$ cat src/rtl/mem_port_arbiter.sv
// Two-port memory arbiter: shares one single-ported memory between
// an instruction-fetch read port and a data read/write port.
module mem_port_arbiter #(
  parameter int ADDR_W = 5,
  parameter int DATA_W = 16
) (
  input  logic              clk,
  input  logic              reset,
  input  logic              if_req,
  input  logic [ADDR_W-1:0] if_addr,
  output logic              if_ack,
  output logic [DATA_W-1:0] if_data,
  input  logic              d_req,
  input  logic              d_we,
  input  logic [ADDR_W-1:0] d_addr,
  input  logic [DATA_W-1:0] d_wdata,
  output logic              d_ack,
  output logic [DATA_W-1:0] d_rdata,
  output logic [ADDR_W-1:0] mem_address,
  output logic              mem_rd,
  output logic              mem_wr,
  output logic [DATA_W-1:0] mem_in,
  input  logic [DATA_W-1:0] mem_out,
  output logic              busy
);

  typedef enum logic [1:0] {
    IDLE,
    ACCESS,
    ACK
  } state_t;

  localparam logic FETCH = 1'b0;
  localparam logic DATA  = 1'b1;

  state_t            state_q, state_d;
  logic              grant_q, grant_d;
  logic              last_q, last_d;
  logic [ADDR_W-1:0] addr_q, addr_d;
  logic              rd_q, rd_d;
  logic              wr_q, wr_d;
  logic [DATA_W-1:0] win_q, win_d;
  logic              if_ack_q, if_ack_d;
  logic              d_ack_q, d_ack_d;
  logic [DATA_W-1:0] if_data_q, if_data_d;
  logic [DATA_W-1:0] d_rdata_q, d_rdata_d;
  logic              busy_q, busy_d;

  logic if_v, d_v, pick_d;

  // In ACK the port being acknowledged may still hold its request.
  assign if_v   = if_req && !(state_q == ACK && grant_q == FETCH);
  assign d_v    = d_req  && !(state_q == ACK && grant_q == DATA);
  assign pick_d = d_v && (!if_v || last_q == FETCH);

  always_comb begin
    state_d   = state_q;
    grant_d   = grant_q;
    last_d    = last_q;
    addr_d    = addr_q;
    rd_d      = 1'b0;
    wr_d      = 1'b0;
    win_d     = win_q;
    if_ack_d  = 1'b0;
    d_ack_d   = 1'b0;
    if_data_d = if_data_q;
    d_rdata_d = d_rdata_q;
    busy_d    = busy_q;
    unique case (state_q)
      IDLE, ACK: begin
        if (if_v || d_v) begin
          state_d = ACCESS;
          busy_d  = 1'b1;
          grant_d = pick_d;
          last_d  = pick_d;
          addr_d  = pick_d ? d_addr : if_addr;
          if (pick_d && d_we) begin
            wr_d  = 1'b1;
            win_d = d_wdata;
          end else begin
            rd_d = 1'b1;
          end
        end else begin
          state_d = IDLE;
          busy_d  = 1'b0;
        end
      end
      ACCESS: begin
        state_d = ACK;
        busy_d  = 1'b1;
        if (rd_q) begin
          if (grant_q == DATA) d_rdata_d = mem_out;
          else                 if_data_d = mem_out;
        end
        d_ack_d  = (grant_q == DATA);
        if_ack_d = (grant_q == FETCH);
      end
      default: begin
        state_d = IDLE;
        busy_d  = 1'b0;
      end
    endcase
  end

  always_ff @(posedge clk or posedge reset) begin
    if (reset) begin
      state_q   <= IDLE;
      grant_q   <= FETCH;
      last_q    <= FETCH;
      addr_q    <= '0;
      rd_q      <= 1'b0;
      wr_q      <= 1'b0;
      win_q     <= '0;
      if_ack_q  <= 1'b0;
      d_ack_q   <= 1'b0;
      if_data_q <= '0;
      d_rdata_q <= '0;
      busy_q    <= 1'b0;
    end else begin
      state_q   <= state_d;
      grant_q   <= grant_d;
      last_q    <= last_d;
      addr_q    <= addr_d;
      rd_q      <= rd_d;
      wr_q      <= wr_d;
      win_q     <= win_d;
      if_ack_q  <= if_ack_d;
      d_ack_q   <= d_ack_d;
      if_data_q <= if_data_d;
      d_rdata_q <= d_rdata_d;
      busy_q    <= busy_d;
    end
  end

  assign mem_address = addr_q;
  assign mem_rd      = rd_q;
  assign mem_wr      = wr_q;
  assign mem_in      = win_q;
  assign if_ack      = if_ack_q;
  assign d_ack       = d_ack_q;
  assign if_data     = if_data_q;
  assign d_rdata     = d_rdata_q;
  assign busy        = busy_q;

endmodule

$ cat config.mk
export PLATFORM = sky130hd
export DESIGN_NAME = mem_port_arbiter
export DESIGN_NICKNAME = d
export VERILOG_FILES = /design/src/rtl/mem_port_arbiter.sv
export SDC_FILE = /design/constraint.sdc
export NUM_CORES = 1
export LEC_CHECK = 0
export CAP_MARGIN = 20
export CORE_MARGIN = 5
export CORE_UTILIZATION = 45
export CTS_CLUSTER_DIAMETER = 50
export CTS_CLUSTER_SIZE = 24
export DETAILED_ROUTE_END_ITERATION = 8
export PLACE_DENSITY = 0.94
export SLEW_MARGIN = 20
export SYNTH_ARGS = -nofsm -noshare
export SYNTH_HDL_FRONTEND = slang
export SYNTH_SLANG_ARGS = --single-unit
export TNS_END_PERCENT = 5
$ cat constraint.sdc
create_clock -name clk -period 2.6 [get_ports clk]
set_input_delay 0.39 -clock clk [delete_from_list [all_inputs] [get_ports clk]]
set_output_delay 0.39 -clock clk [all_outputs]
set_load 0.005 [all_outputs]
==> results by stage, run 1 <==
Synthesis:
- The share of the synthesized area in the top cell type is 63.9%.
- After technology mapping, the gate count stands at 147.
- The total number of yosys warnings is 0.
- Synthesis produced a netlist with a net count of 194.
- Sorting the synthesized cells by area gives the leading types as sky130_fd_sc_hd__dfrtp_1 (64%), sky130_fd_sc_hd__mux2_2 (27%), sky130_fd_sc_hd__buf_6 (1.4%), sky130_fd_sc_hd__nand3_4 (0.73%), sky130_fd_sc_hd__nand2b_4 (0.58%).
- The number of library cell types mapped by synthesis is 23.
- The cell area after synthesis is 2390 sq um.
- Summed over all instances, the cell type with the most area after synthesis is sky130_fd_sc_hd__dfrtp_1.
- A synthesized cell averages 16.2 sq um.
- The flip-flop and latch count after synthesis is 61.
- The share of the Yosys chip area taken by registers is 63.9%.

Clocking:
- The clock net in this run drives a total of 61 sinks.
- Clock tree synthesis selected as its root buffer the cell sky130_fd_sc_hd__clkbuf_8.
- Once the clock tree was built, the setup fixing pass inserted 0 buffers.
- Gates resized during post-CTS repair numbered 0.
- The CTS buffer count is 9.
- The number of buffers between clock root and the deepest sink is 2.
- The number of hold-repair buffers added at the cts stage is 0.
- The clock latency on the worst-skew pair is 320 ps.
- TritonCTS built the clock tree.
- The clock slew at the register clock pins of the worst setup and hold paths is 60 ps.
- The clock tree synthesis step divided the H-tree into 3 levels.

Critical path:
- Across all register-to-register paths, the minimum setup slack is 900 ps.
- The worst register-to-register path begins at state_q[1]$_DFF_PP0_.
- The largest fanout on the critical path is 16.
- For the worst setup path, the data required time is 2800 ps.
- Tracing the worst setup path back leads to its startpoint at state_q[1]$_DFF_PP0_.
- The worst setup path is of the reg2reg kind.
- The worst-case reg-to-reg path depth is 5.
- The critical path arrival is 1900 ps.
- STA classifies the critical path endpoint as a flop.
- The nature of the critical path startpoint is a flop.

STA:
- The final worst slack is 900 ps.
- Setup total negative slack on the finished layout was measured at 0 ps.
- The minimum clock period is 1700 ps.
- Setup repair after global routing left no endpoint under its margin.
- For the pin with the worst max-slew slack, the measured transition is 598 ps.
- The final critical path takes up 65.4% of the cycle.
- The relative max-transition margin is 60.1%.
- The number of slew-limit violations in the final report was 0.
- The clock tree skew after final layout is 8.42 ps.
- Static timing analysis puts the maximum clock frequency at 588 MHz.
- The hold violation count in the final report is 0.
- The number of setup violations in the final report is 0.

Route:
- The routed via count divided by cell count is 4.86.
- The routed length per instance is 16.1 microns.
- The first detailed-routing pass ran for 3 iterations.
- The total number of vias is 1619.
- In the routed design, unresolved DRC markers number 0.
- The DRC violation total after the first TritonRoute iteration is 32.
- The remaining antenna violation count is 0.
- Summed over all layers, the routed wires come to 5370 microns.

Cells and area:
- The count of placed standard cells in the final layout, fillers left out is 333.
- Relative to the synthesized area, the layout overhead comes to 53.0%.
- The number of antenna diodes in the final layout is 0.
- The fraction of final layout cells with drive strength greater than 1 is 30.4%.
- The final-stage net count is 306.

Die:
- The count of standard-cell rows is 26.
- The floorplan step defined a die boundary enclosing 6860 sq um.
- The number of top-level design ports is 105.
- The floorplan core area is 5140 sq um.
- In this run the horizontal extent of the chip is 82.8 microns.
- The starting density of the core is 46.4%.
- The floorplan step set the die height to 82.8 microns.

Pwr:
- The cell area power density is 1140 nW/um^2.
- The worst-case IR drop observed on VDD is 0.595 mV.
- Summed over all cells, the static leakage comes to 0.00154 uW.

Global route:
- Entering global routing, the biggest net connects 35 pins.
- Summed over all layers, the global routing overflow is 0.
- The initial antenna violation count is 0.
- The all-layer global routing usage is 16.5%.
- The via count of the first global-routing pass is 1755.
- The global-route wire length before repair is 9040 microns.

Run:
- The tool flagged a number of max-cap violations equal to 0.

Placement:
- The weighted congestion reported at the end of routability-driven placement is 0.689.
- After detailed placement, the design holds a cell count of 318.
- Summed over all nets, the half-perimeter wirelength after detailed placement is 4070 microns.
- Before CTS, the worst setup slack after placement is 668 ps.
- Port buffering added 104 buffers.

Min path:
- The path class of the tightest hold or removal check is in2async.

Outcome:
- The flow ran to the end, and the final reports show no timing, DRC or antenna violations.
## final timing paths
| kind | end |
|---|---|
| max in group asynchronous | mem_address[1]$_DFFE_PP0P_ |
| setup reg to reg | if_data[15]$_DFFE_PP0P_ |
| min in group clk | mem_in[12]$_DFFE_PP0P_ |
| setup / recovery | if_data[15]$_DFFE_PP0P_ |
| hold reg to reg | mem_in[12]$_DFFE_PP0P_ |
| hold / removal | mem_in[5]$_DFFE_PP0P_ |
## state kept, by name, summed over array words and instances (netlist names)
signal / flops
mem_rd: 1
if_data: 16
if_ack: 1
d_rdata: 16
state_q: 2
mem_address: 5
last_q: 1
d_ack: 1
mem_in: 16
mem_wr: 1
busy: 1
## area by class of cell
class | count | area [sq um]
sequential | 61 | 1530
inverter | 4 | 15.0
fill | 399 | 1490
timing repair buffer | 105 | 1060
clock buffer | 13 | 149
clock inverter | 2 | 10.0
tap | 70 | 87.6
multi-input combinational | 78 | 805
## logic make-up (layout without fill, tap and decap cells)
kind of cell	Yosys count	after routing	synth area share, %
buffers and inverters	8	124	2.36
DFF	61	61	63.9
muxes	58	58	27.4
AOI/OAI and AO/OA	7	7	2.20
and+or+nand+nor	13	13	4.14
## cell usage in the layout (no fill, tap or decap), drive strengths merged
cell,netlist,layout
nand3,2,2
nand3b,1,1
clkbuf,0,13
a21oi,1,1
nand2b,1,1
buf,4,1
o21ai,2,2
and2,1,1
o22a,1,1
mux2,58,58
nor2,3,3
a21boi,2,2
inv,4,4
dfrtp,61,61
clkinv,0,2
and2b,1,1
a31oi,1,1
nand2,4,4
clkdlybuf4s50,0,104
## power breakdown
part | switching [uW] | internal (uW)
logic | 536 | 1250
clock network | 326 | 364
registers | 270 | 1420
total | 1130 | 3040
## metal layers
metal / vias to the layer above / share of wire [%] / GRT usage, %
li1: 743 / - / -
met1: 803 / 40 / 19.1
met2: 65 / 50 / 26.9
met3: 8 / 8.2 / 6.83
met4: 0 / 1.3 / 6.69
met5: - / 0 / 0
## stage by stage
step	power (uW)	util [%]	hold WS (ps)	area, sq um
3_5_place_dp	3540	68.0	492	3490
3_3_place_gp	3440	68.0	487	3490
2_1_floorplan	2400	-	493	2390
5_1_grt	4450	71.1	503	3650
4_1_cts	4240	71.1	469	3650
6_report	4170	71.1	460	3650
## synthesized netlist by cell type
master,n
sky130_fd_sc_hd__and2_1,1
sky130_fd_sc_hd__a31oi_1,1
sky130_fd_sc_hd__nand3_4,1
sky130_fd_sc_hd__nand3_2,1
sky130_fd_sc_hd__buf_4,1
sky130_fd_sc_hd__mux2_2,58
sky130_fd_sc_hd__o21ai_1,1
sky130_fd_sc_hd__dfrtp_1,61
sky130_fd_sc_hd__nand2_2,1
sky130_fd_sc_hd__a21boi_0,1
sky130_fd_sc_hd__o21ai_2,1
sky130_fd_sc_hd__inv_1,3
sky130_fd_sc_hd__inv_2,1
sky130_fd_sc_hd__o22a_1,1
sky130_fd_sc_hd__a21boi_2,1
sky130_fd_sc_hd__nand2_1,3
sky130_fd_sc_hd__nor2_4,1
sky130_fd_sc_hd__nand2b_4,1
sky130_fd_sc_hd__and2b_1,1
sky130_fd_sc_hd__buf_6,3
sky130_fd_sc_hd__a21oi_1,1
sky130_fd_sc_hd__nand3b_1,1
sky130_fd_sc_hd__nor2_1,2
## worst max-delay path: stages, from the launching register on
cell and delay, ps:
sky130_fd_sc_hd__dfrtp_1 430, sky130_fd_sc_hd__nand2b_4 170, sky130_fd_sc_hd__inv_2 80, sky130_fd_sc_hd__nand2_1 90
sky130_fd_sc_hd__nor2_4 410, sky130_fd_sc_hd__mux2_2 400
(Power assumes the default switching activity.)
==> inputs of run 2 (changes only) <==
--- a/config.mk
+++ b/config.mk
@@ -7,11 +7,11 @@
 export LEC_CHECK = 0
 export CAP_MARGIN = 20
 export CORE_MARGIN = 5
-export CORE_UTILIZATION = 45
+export CORE_UTILIZATION = 38
 export CTS_CLUSTER_DIAMETER = 50
 export CTS_CLUSTER_SIZE = 24
 export DETAILED_ROUTE_END_ITERATION = 8
-export PLACE_DENSITY = 0.94
+export PLACE_DENSITY = 0.86
 export SLEW_MARGIN = 20
 export SYNTH_ARGS = -nofsm -noshare
 export SYNTH_HDL_FRONTEND = slang
==> constraint.sdc (replaced) <==
create_clock -name clk -period 1.4 [get_ports clk]
set_input_delay 0.21 -clock clk [delete_from_list [all_inputs] [get_ports clk]]
set_output_delay 0.21 -clock clk [all_outputs]
set_load 0.005 [all_outputs]
==> results by stage, run 2 (synthesized netlist as in run 1, its figures left out) <==
Pwr:
- The worst-case IR drop observed on VDD is 1.06 mV.
- The total leakage power is 0.00189 uW.
- The total design power is 7860 uW.
- The cell area power density is 2040 nW/um^2.

Global route:
- The first global-routing pass estimated 8780 microns of wire.
- The initial antenna violation count is 0.
- The via count of the first global-routing pass was 1842.
- Entering global routing, the biggest net connects 40 pins.
- The total overflow left after global routing is 0.
- For this run, the total global-route usage over all layers was measured as 14.6%.

Route:
- Dividing the detail-routed wire length by the instance count gives 16.1 microns.
- The final wirelength is 5610 microns.
- The routed via count divided by cell count is 4.75.
- The first detailed-routing pass ran for 3 iterations.
- The count of nets left with antenna violations once routing finished came out at 0.
- The DRC violation total after the first TritonRoute iteration is 22.
- The number of DRC violations after detailed routing is 0.
- The routed layout has 1659 vias.

STA:
- Dividing the final minimum period by the clock period gives 106%.
- Setup violations remaining at the end of the flow were counted as 23.
- The clock tree skew after final layout is 8.11 ps.
- Setup repair after global routing could not meet its margin everywhere.
- The relative max-transition margin is 78.0%.
- On the final layout, the worst hold slack is 279 ps.
- The final worst slack is -86.4 ps.
- The minimum clock period is 1490 ps.
- The achievable frequency is 673 MHz.
- The total negative slack for setup checks is -1320 ps.
- The transition time of the tightest slew-check pin is 330 ps.
- The number of slew-limit violations in the final report is 0.
- The hold violation count in the final report is 0.

Clocking:
- The total number of H-tree levels is 3.
- Clock tree synthesis inserted a total of 9 buffers.
- Clock tree synthesis found a total of 61 sinks.
- In this run the clock root is driven by a sky130_fd_sc_hd__clkbuf_8.
- Buffers added to address setup during post-CTS repair amount to 0.
- TritonCTS built the clock tree.
- The clock slew at the register clock pins of the worst setup and hold paths is 70 ps.
- The number of buffers between clock root and the deepest sink is 2.
- The clock latency on the worst-skew pair is 330 ps.
- After clock tree synthesis, the flow added hold-fix buffers numbering 0.

Die:
- The die is 89.3 microns wide.
- The die covers 7970 sq um.
- The floorplan core area is 6030 sq um.
- Once the floorplan was initialized, standard cells occupied 39.6% of the core.
- The vertical die dimension is 89.3 microns.
- In this run the core area contains 28 standard-cell rows.
- The number of top-level design ports is 105.

Placement:
- After legalization and detailed placement, the total HPWL measured 4070 microns.
- The worst slack at placement is -312 ps.
- In this run the cell area measured after placement is 3600 sq um.
- The number of buffers added on ports is 104.
- The weighted congestion reported at the end of routability-driven placement is 0.791.

Outcome:
- The checks that failed: negative setup slack.
- The run finished, with violations left.

Cells and area:
- The filler cell count is 489.
- After the last flow step, the layout net total stands at 316.
- The diode insertion count for antenna repair is 0.
- The post-route netlist has 35.4% of its cells at a drive strength greater than 1.
- In the layout the commonest cells are sky130_fd_sc_hd__dfrtp_1 (60), sky130_fd_sc_hd__dlygate4sd2_1 (48), sky130_fd_sc_hd__clkdlybuf4s50_1 (46).
- The library cell used most frequently in the layout, excluding fill and tap cells, is sky130_fd_sc_hd__dfrtp_1.
- Relative to the synthesized area, the layout overhead comes to 61.6%.
- The finished cells cover 3860 sq um.

Critical path:
- The setup path with the least slack is of type reg2reg.
- Of all nets on the critical path, the largest fanout is 5.
- STA puts the critical path data arrival time at 1700 ps.
- The worst-case reg-to-reg path depth is 4.
- The nature of the critical path endpoint is a flop.
- The capturing point of the worst reg2reg path is mem_address[1]$_DFFE_PP0P_.
- The critical path required time is 1610 ps.
- The worst register-to-register path begins at state_q[0]$_DFF_PP0_.
- For flop-to-flop paths, the worst setup slack is -90 ps.
- The nature of the critical path startpoint is a flop.

Min path:
- The path class of the tightest hold or removal check is in2async.

Run:
- The tool flagged a number of max-cap violations equal to 0.
==> run 2: through the flow <==
step           std cells  utilization, %
3_3_place_gp         333            59.8
2_1_floorplan        147               -
6_report             349            64.0
4_1_cts              349            62.4
3_5_place_dp         333            59.8
5_1_grt              349            64.0
==> run 2: how the worst max path moves through the flow <==
stage / from / endpoint / slack, ps / cells past startpoint
global route: state_q[0]$_DFF_PP0_ / mem_address[4]$_DFFE_PP0P_ / -140 / 4
CTS: state_q[1]$_DFF_PP0_ / if_data[3]$_DFFE_PP0P_ / -80 / 6
finish: state_q[0]$_DFF_PP0_ / mem_address[1]$_DFFE_PP0P_ / -90 / 4
detailed placement: d_req / mem_address[3]$_DFFE_PP0P_ / -310 / 5
global placement: d_req / mem_address[0]$_DFFE_PP0P_ / -280 / 5
floorplan: state_q[1]$_DFF_PP0_ / if_data[0]$_DFFE_PP0P_ / -60 / 6
==> run 2: where the power goes <==
group / internal [uW] / switching [uW] / leakage [uW]
Clock: 863 / 680 / 0.0000943
Combinational: 2120 / 1100 / 0.00107
Sequential: 2640 / 458 / 0.000729
==> run 2: layout make-up <==
type | count | area, sq um | area share [%]
timing repair buffer | 115 | 1130 | 29.2
tap | 75 | 93.8 | 2.43
clock buffer | 10 | 138 | 3.57
multi-input combinational | 78 | 888 | 23.0
clock inverter | 6 | 62.6 | 1.62
sequential | 61 | 1530 | 39.6
inverter | 4 | 21.3 | 0.551
==> run 2: layer usage <==
| layer | global-route usage [%] | up-vias | share of wire, % |
|---|---|---|---|
| met5 | 0 | - | 0 |
| met4 | 6.90 | 0 | 1.6 |
| met3 | 5.53 | 11 | 9.7 |
| met2 | 23.6 | 68 | 48 |
| met1 | 17.1 | 819 | 41 |
| li1 | - | 761 | - |
==> run 2: critical path, stage by stage, from the launching register on <==
cell and delay [ps]:
sky130_fd_sc_hd__dfrtp_1 410, sky130_fd_sc_hd__nand3b_1 230, sky130_fd_sc_hd__nand2_4 160, sky130_fd_sc_hd__mux2_4 310, sky130_fd_sc_hd__mux2_2 260
==> run 2: what timing repair did <==
action,CTS,global route
gates cloned,0,0
endpoints found under the setup margin,71,63
gates resized for setup,53,30
pin swaps,1,2
==> inputs of run 3 (changes only) <==
--- a/config.mk
+++ b/config.mk
@@ -11,6 +11,7 @@
 export CTS_CLUSTER_DIAMETER = 50
 export CTS_CLUSTER_SIZE = 24
 export DETAILED_ROUTE_END_ITERATION = 8
+export GPL_ROUTABILITY_DRIVEN = 0
 export PLACE_DENSITY = 0.86
 export SLEW_MARGIN = 20
 export SYNTH_ARGS = -nofsm -noshare
==> results of run 3 <==
Same layout as run 2: the final DEF is identical, and so are final timing and power.
